===== src/rtl/uart_rx_ctrl.sv =====
// UART receive controller: arms an external receiver, captures bytes into a FIFO and
// backs off after framing errors. Optional idle timeout pulse when RX_TIMEOUT_EN is defined.
module uart_rx_ctrl #(
  parameter int DEPTH       = 4,
  parameter int RECOVER_CYC = 16,
  parameter int TIMEOUT     = 1024
) (
  input  logic       i_clk,
  input  logic       i_rst,
  input  logic       i_en,
  output logic       o_rx_ce,
  output logic       o_rx_rd,
  input  logic [7:0] i_rx_data,
  input  logic       i_rx_rdc,
  input  logic       i_rx_error,
  input  logic       i_pop,
  output logic [7:0] o_dout,
  output logic       o_empty,
  output logic       o_full,
  output logic       o_overrun,
  output logic [7:0] o_err_cnt,
  output logic       o_timeout
);

  localparam int AW = $clog2(DEPTH);
  localparam int CW = AW + 1;
  localparam int RW = $clog2(RECOVER_CYC + 1);

  typedef enum logic [1:0] {S_IDLE, S_ARM, S_CAPTURE, S_RECOVER} state_t;

  state_t          r_state, w_next;
  logic            r_rdc_d, r_err_d;
  logic [7:0]      r_data;
  logic [RW-1:0]   r_rec_cnt;
  logic [7:0]      r_err_cnt;
  logic            r_overrun;
  logic [7:0]      r_mem [DEPTH];
  logic [AW-1:0]   r_wr_ptr, r_rd_ptr;
  logic [CW-1:0]   r_count;

  logic w_rdc_rise, w_err_rise, w_enter_rec, w_push, w_pop, w_capture;

  assign w_rdc_rise  = i_rx_rdc & ~r_rdc_d;
  assign w_err_rise  = i_rx_error & ~r_err_d;
  assign w_enter_rec = (r_state == S_ARM) & w_err_rise;
  assign w_capture   = (r_state == S_CAPTURE);
  assign w_pop       = i_pop & ~o_empty;
  // A pop in the same cycle frees the slot, so a capture at full still lands.
  assign w_push      = w_capture & (~o_full | w_pop);

  always_ff @(posedge i_clk or posedge i_rst) begin
    if (i_rst) r_state <= S_IDLE;
    else       r_state <= w_next;
  end

  always_comb begin
    w_next = r_state;
    case (r_state)
      S_IDLE:    if (i_en) w_next = S_ARM;
      S_ARM: begin
        if (w_err_rise)      w_next = S_RECOVER;
        else if (w_rdc_rise) w_next = S_CAPTURE;
        else if (!i_en)      w_next = S_IDLE;
      end
      S_CAPTURE: w_next = i_en ? S_ARM : S_IDLE;
      S_RECOVER: if (r_rec_cnt == '0) w_next = i_en ? S_ARM : S_IDLE;
      default:   w_next = S_IDLE;
    endcase
  end

  always_comb begin
    o_rx_ce = (r_state == S_ARM);
    o_rx_rd = (r_state == S_ARM);
  end

  always_ff @(posedge i_clk or posedge i_rst) begin
    if (i_rst) begin
      r_rdc_d   <= 1'b0;
      r_err_d   <= 1'b0;
      r_data    <= '0;
      r_rec_cnt <= '0;
      r_err_cnt <= '0;
      r_overrun <= 1'b0;
    end else begin
      r_rdc_d <= i_rx_rdc;
      r_err_d <= i_rx_error;
      if ((r_state == S_ARM) && w_rdc_rise) r_data <= i_rx_data;
      if (w_enter_rec) begin
        r_rec_cnt <= RW'(RECOVER_CYC - 1);
        if (r_err_cnt != 8'hFF) r_err_cnt <= r_err_cnt + 8'd1;
      end else if ((r_state == S_RECOVER) && (r_rec_cnt != '0)) begin
        r_rec_cnt <= r_rec_cnt - RW'(1);
      end
      if (w_capture && !w_push) r_overrun <= 1'b1;
    end
  end

  always_ff @(posedge i_clk or posedge i_rst) begin
    if (i_rst) begin
      for (int i = 0; i < DEPTH; i++) r_mem[i] <= '0;
      r_wr_ptr <= '0;
      r_rd_ptr <= '0;
      r_count  <= '0;
    end else begin
      if (w_push) begin
        r_mem[r_wr_ptr] <= r_data;
        r_wr_ptr        <= r_wr_ptr + AW'(1);
      end
      if (w_pop) r_rd_ptr <= r_rd_ptr + AW'(1);
      case ({w_push, w_pop})
        2'b10:   r_count <= r_count + CW'(1);
        2'b01:   r_count <= r_count - CW'(1);
        default: r_count <= r_count;
      endcase
    end
  end

  assign o_dout    = r_mem[r_rd_ptr];
  assign o_empty   = (r_count == '0);
  assign o_full    = (r_count == CW'(DEPTH));
  assign o_overrun = r_overrun;
  assign o_err_cnt = r_err_cnt;

`ifdef RX_TIMEOUT_EN
  localparam int TW = $clog2(TIMEOUT + 1);
  logic [TW-1:0] r_to_cnt;
  logic          r_timeout;

  // Down-counter reloads on any FIFO activity; the pulse fires on the 1 -> 0 step only.
  always_ff @(posedge i_clk or posedge i_rst) begin
    if (i_rst) begin
      r_to_cnt  <= '0;
      r_timeout <= 1'b0;
    end else begin
      r_timeout <= 1'b0;
      if (w_push || w_pop) begin
        r_to_cnt <= TW'(TIMEOUT);
      end else if (!o_empty && (r_to_cnt != '0)) begin
        r_to_cnt <= r_to_cnt - TW'(1);
        if (r_to_cnt == TW'(1)) r_timeout <= 1'b1;
      end
    end
  end

  assign o_timeout = r_timeout;
`else
  assign o_timeout = 1'b0;
`endif

endmodule


===== config.mk =====
export PLATFORM = sky130hd
export DESIGN_NAME = uart_rx_ctrl
export DESIGN_NICKNAME = d
export VERILOG_FILES = /design/src/rtl/uart_rx_ctrl.sv
export SDC_FILE = /design/constraint.sdc
export NUM_CORES = 1
export LEC_CHECK = 0
export CAP_MARGIN = 40
export CORE_ASPECT_RATIO = 0.8
export CORE_MARGIN = 2
export CORE_UTILIZATION = 50
export CTS_CLUSTER_DIAMETER = 120
export DETAILED_ROUTE_END_ITERATION = 16
export MAX_ROUTING_LAYER = met4
export PLACE_DENSITY_LB_ADDON = 0.1
export RECOVER_POWER = 25
export SYNTH_ARGS = -nofsm -noshare
export SYNTH_HDL_FRONTEND = slang
export SYNTH_SLANG_ARGS = --single-unit

===== constraint.sdc =====
create_clock -name i_clk -period 4.4 [get_ports i_clk]
set_clock_uncertainty 0.1 [all_clocks]
set_input_delay 0.44 -clock i_clk [delete_from_list [all_inputs] [get_ports i_clk]]
set_output_delay 0.44 -clock i_clk [all_outputs]
set_load 0.01 [all_outputs]

==> results.md <==
* Outcome: finished, final reports clean
* Final setup violation count at 0
* Worst reg2reg path depth at 9
* Worst-Skew Late Latency at 330 ps
* Diode count at 0
* Most frequent cells in the layout: dfrtp_1, mux2_1, clkdlybuf4s50_1
* Setup CP Type: flop to primary output
* Startpoint types: flop
* Normalized max-slew margin at 0.106
* GRT Util Overall at 0.184
* Root Driver: clkbuf_8
* Vias in the first global route at 1,757
* Fin. max-slew vios at 0
* IO Port Bufs at 34
* Fmax at 369 MHz
* Post-route DRC at 0
* Worst hold path depth at 1
* Final cell utilization of the core at 0.617
* Area occupied by multi-input gates at 0.00131 mm2
* Setup TNS at 0 ps
* CTS tree: yes
* # clock sinks at 65
* Largest net degree at the start of global routing at 26
* Max cap viols at 0
* Drt total wl at 5230 um
* Synth unique cells at 39
* CP Data Arrival Time at 2170 ps
* Num CTS Buffers at 9
* Synth Area per Inst at 13.7 um2
* Clock buffer depth at 2
* Vias per inst at 5.25
* DRT met1 WL at 2610 um
* Commonest non-fill, non-tap cell in the layout: dfrtp_1
* Initial antenna violation count at 0
* DR WL met2 at 2320 um
* Worst EP required at 3860 ps
* Share of layout cells above drive strength 1 at 0.163
* Hold slack at 377 ps
* Register area share after synthesis at 0.534
* # fillers at 510
* Die area at 0.00673 mm2
* Synth Instances at 222
* Element type at the critical path end: primary output
* Final Hold Fails at 0
* P&R area growth vs syn at 19.1%
* Cell Pwr Density at 599 mW/mm2
* Syn nets at 245
* Sequential cell area at 0.00163 mm2
* Reg2reg end: r_count[2]$_DFFE_PP0P_
* Clock slew at reported path FFs at 60 ps
* Cts hold-fix bufs at 0
* Critical path fanouts, max at 10
* VDD IR max at 0.000344 V
* WHS Endpoint: o_overrun$_DFFE_PP0P_
* Num rows at 25
* Die X at 91.2 um
* Leakage at 0.00166 uW
* Reg-to-reg slack, setup at 2100 ps
* DR WL met3 at 259 um
* RSZ-0062 raised after global routing: no
* H-tree Lvls at 3
* Tmin final at 2710 ps
* Core area at 0.00588 mm2
* Final period util at 0.615
* Layout Nets at 284
* DRT Pass-1 Iters at 4
* Grt total ovfl at 0
* Wire per inst at 15.2 um
* FF-to-FF Start: r_count[0]$_DFFE_PP0P_
* DRT iter0 DRCs at 67
* Worst Max-Slew Pin Slew at 1340 ps
* Max Used Layer: met4
* Cts repair resizes at 0
* Dpl hpwl at 3590 um
* Post-CTS setup buffer count at 0
* Ports at 36
* Synthesis Warnings at 0
* First-pass GRT wire length at 8890 um
* Yosys reg bits at 65
* Antenna viol nets, final at 0
* Via Count at 1,807
* Gpl congestion at 0.788
* Synth Cell Area at 0.00304 mm2
* Hold path startpoint: o_overrun$_DFFE_PP0P_
* Worst min-delay path class: flop to flop
* Die height at 73.8 um
* Initial core utilization at 0.518
-- worst max path at each step --
stage | from | endpoint | slack (ps) | cells after the start
floorplan | i_rst | o_err_cnt[0]$_DFFE_PP0P_ | 2230 | 1
global placement | i_pop | r_count[2]$_DFFE_PP0P_ | 1740 | 10
detailed placement | i_pop | r_count[2]$_DFFE_PP0P_ | 1710 | 10
CTS | r_rd_ptr[0]$_DFFE_PP0P_ | o_dout[5] | 1630 | 2
global route | i_rst | r_data[7]$_DFFE_PP0P_ | 1390 | 4
finish | r_rd_ptr[0]$_DFFE_PP0P_ | o_dout[5] | 1690 | 2
-- layout make-up --
type                       instances  area share
inverter                          12      0.0124
clock inverter                     1     0.00138
multi-input combinational        132       0.362
sequential                        65       0.449
tap                               81      0.0280
timing repair buffer              41       0.107
clock buffer                      12      0.0400
-- kinds of logic after synthesis --
logic type,count (synthesis),synth area share
xor+xnor,10,0.0288
flops,65,0.534
buf+inv,25,0.0362
simple gates,43,0.0970
fa+ha+maj,9,0.0395
compound gates,14,0.0308
other cells,1,0.00123
mux,55,0.232
-- layer usage --
layer	track usage	vias to the layer above
li1	-	873
met1	0.242	892
met2	0.268	36
met3	0.0667	6
met4	0.0606	0
met5	-	-
-- synth_stat cells (all sizes together) --
| library cell | count | area (um2) |
|---|---|---|
| dfrtp | 65 | 1630 |
| mux2 | 45 | 507 |
| inv | 12 | 45.0 |
| buf | 10 | 53.8 |
| ha | 8 | 100 |
| mux4 | 8 | 180 |
| nand2 | 7 | 26.3 |
| xnor2 | 7 | 61.3 |
| nand4 | 5 | 31.3 |
| nor4bb | 5 | 50.1 |
| o21ai | 5 | 25.0 |
| nor3 | 4 | 20.0 |
| and3 | 3 | 18.8 |
| clkbuf | 3 | 11.3 |
| nand3 | 3 | 15.0 |
| nor2b | 3 | 18.8 |
| o211ai | 3 | 22.5 |
| xor2 | 3 | 26.3 |
| a31o | 2 | 17.5 |
| and2 | 2 | 12.5 |
| mux2i | 2 | 20.0 |
| nand2b | 2 | 12.5 |
| nor2 | 2 | 7.51 |
| nor4b | 2 | 32.5 |
| a21oi | 1 | 5.00 |
| a31oi | 1 | 6.26 |
| and4 | 1 | 8.76 |
| and4bb | 1 | 12.5 |
| conb | 1 | 3.75 |
| fa | 1 | 20.0 |
| nand4bb | 1 | 11.3 |
| nor3b | 1 | 7.51 |
| o2111ai | 1 | 8.76 |
| o31a | 1 | 8.76 |
| or4b | 1 | 10.0 |
-- worst max-delay path: stages (launching register included) --
cell and delay, ps:
dfrtp_1 740, mux4_2 590, clkdlybuf4s50_1 500
-- power breakdown --
group / total, uW / internal [uW] / leakage, uW / switching, uW
registers: 1030 / 814 / 0.000834 / 218
logic: 732 / 454 / 0.000750 / 278
clock network: 408 / 210 / 0.0000782 / 198
total: 2170 / 1480 / 0.00166 / 694
-- stage by stage --
stage          power, uW  instance area (um2)  setup WS, ps  std cells
2_1_floorplan       1510                 3040          2230        222
3_3_place_gp        1770                 3470          1740        330
3_5_place_dp        1790                 3490          1710        331
4_1_cts             2210                 3640          1630        344
5_1_grt             2340                 3630          1390        344
6_report            2170                 3630          1690        344
-- state kept, by name, indices dropped and copies added, names as in the netlist --
signal and count:
o_err_cnt 8, o_overrun 1, r_data 8, r_rdc_d 1, r_state 2, r_count 3
r_mem 32, r_rec_cnt 5, r_rd_ptr 2, r_err_d 1, r_wr_ptr 2
Power figures use the tool's default switching activity.
==> variant, RTL diff (same settings) <==
`RECOVER_CYC`: 16 -> 32.
--- a/src/rtl/uart_rx_ctrl.sv
+++ b/src/rtl/uart_rx_ctrl.sv
@@ -4,3 +4,3 @@
   parameter int DEPTH       = 4,
-  parameter int RECOVER_CYC = 16,
+  parameter int RECOVER_CYC = 32,
   parameter int TIMEOUT     = 1024
Check against the original RTL: same outputs for any inputs over 10 cycles, from zero or initial values and one cycle with i_rst high; that may be too few to reach the edited logic, so the function may still have changed.
==> variant against the unedited design <==
- the run now ends with max-capacitance violations, max-slew violations left
- final area rose by 5.6%
- total power is 23% higher
- critical path depth unchanged
- die area up 3.8%
- wire length is 9.9% higher
- sequential cell count rose by 1
- area after synthesis increased by 3.9%
- register-to-register slack worse by 0.05 ns
- worst setup slack lost 0.017 ns
- largest cell class unchanged
==> variant: results (changes against the unedited design) <==
Run status
  • Status: finished with violations
  • Failing checks: max-capacitance violations, max-slew violations

Timing
  • Slew Viols, Final: 30 (+30)
  • Setup TNS: 0 ns (unchanged)
  • Slew @ Worst Pin: 1.55 ns (+0.205 ns)

Finish
  • Most flop-heavy register: r_mem
  • # diodes: 0 (unchanged)
  • Max reg flops: 32 (unchanged)
  • Share of layout cells above drive strength 1: 16.8% (+0.50 points)
  • FILL cells: 487 (-4.5%)
  • Net count, final: 297 (+4.6%)

Worst setup path
  • Worst path max stage delay: around 0.73 ns
  • Critical path's slowest cell: dfrtp_1
  • CP delay by family, top: flip-flops
  • Reg-to-reg slack, setup: 2.05 ns (-0.05 ns)
  • CP Max Fanout: 10 (unchanged)
  • Worst Path Arrival: between 2 and 2.5 ns

Global routing
  • GRT Resource Usage Total: 19.4% (+0.96 points)
  • Largest net degree at the start of global routing: 30 (+15%)
  • First-pass GRT wire length: 9.72 mm (+9.2%)
  • Vias in the first global route: 1,942 (+11%)
  • Initial antenna violation count: 0 (unchanged)

Place
  • DPL Wire Length: 3.97 mm (+11%)
  • GP Congestion: 0.761 (-3.4%)
  • Port bufs: 34 (unchanged)
  • Placed Instance Area: 3600 um2 (+3.0%)

Routing
  • Via density per instance: 5.52 (+5.1%)
  • Met2 wire len: 2.54 mm (+9.7%)
  • Highest metal used: met4
  • WL met1: 2.86 mm (+9.7%)
  • DR pass1 iterations: 4 (unchanged)
  • DRT iter0 DRCs: 84 (+25%)
  • Met3 wire len: 238 um (-8.1%)
  • WL final: 5.75 mm (+9.9%)

Clock tree
  • CTS Buf Count: 9 (unchanged)
  • Skew-Pair Late Insertion Delay: 0.35 ns (+0.02 ns)
  • Cells resized by post-CTS repair: 0 (unchanged)
  • H-tree depth: 3 (unchanged)
  • CTS root buffer: clkbuf_8
  • Clock buffer depth: 2 (unchanged)
  • Post-CTS Setup Bufs: 0 (unchanged)
  • Clk pin slew, worst setup/hold paths: 0.06 ns (about the same)

Power
  • Clock power share: 23.8% (+5.0 points)
  • Clk. pwr: 0.634 mW (+55%)
  • Static leakage: 1.69 nW (+1.5%)
  • Worst VDD drop: 385 uV (+12%)
  • Sequential share of power: 42.2% (-5.3 points)
  • NetSw: 0.844 mW (+22%)

Synth
  • Ys Warns: 0 (unchanged)
  • Top cells by area, synth: dfrtp_1 52%, mux2_1 11%, mux4_2 5.7%
  • Syn Nets: 259 (+5.7%)
  • Top cell type's share of synthesized area: 52.2% (-1.2 points)
  • Yosys cell types: 51 (+31%)
  • Ys async rst share: 100% (unchanged)
  • Post-synthesis sequential area ratio: 52.2% (-1.2 points)
  • Post-synth top cells: 66 x dfrtp_1, 32 x mux2_1, 13 x mux2_2, 12 x inv_1

Job
  • Max Cap Violations: 1 (+1)

Hold path
  • HP Class: reg2reg
[variant: final timing paths]
kind                                   from     endpoint  cells after the start
worst max-delay path            r_rd_ptr[0]    o_dout[3]                      2
worst min-delay path              o_overrun    o_overrun                      1
worst max register to register   r_count[0]   r_count[2]                      9
worst min register to register    o_overrun    o_overrun                      1
max in group asynchronous             i_rst  r_rd_ptr[0]                      3
min in group asynchronous             i_rst     r_mem[3]                      2
[variant: cells by family after synthesis]
| family | synth area share [%] |
|---|---|
| multiplexers | 22.0 |
| buffers and inverters | 3.56 |
| flip-flops | 52.2 |
| XOR/XNOR | 2.49 |
| adder cells (fa/ha/maj) | 3.80 |
| AND/OR/NAND/NOR | 10.9 |
| AO/OA/AOI/OAI | 4.90 |
| other | 0.119 |
[variant: metrics by stage]
stage                     hold slack (ns)  worst slack, ns  instances
after floorplan                     0.352             2.21        236
final                               0.373             1.68        360
after CTS                           0.252             1.65        360
after detailed placement            0.367             1.65        344
after global routing                0.403             1.45        360
after global placement              0.362             1.73        343
[variant: final cells by class]
| type | count | area (um2) | area share (%) |
|---|---|---|---|
| clock buffers | 10 | 138 | 3.59 |
| clock inverters | 6 | 113 | 2.94 |
| flip-flops and latches | 66 | 1650 | 43.1 |
| inverters | 12 | 45.0 | 1.18 |
| repair buffers | 40 | 382 | 9.96 |
| multi-input cells | 145 | 1400 | 36.6 |
| well taps | 81 | 101 | 2.65 |
[variant: metal layers]
layer | vias to the layer above | GRT usage (%)
li1 | 934 | -
met1 | 1002 | 27.1
met2 | 40 | 26.7
met3 | 12 | 5.41
met4 | 0 | 8.33
met5 | - | -
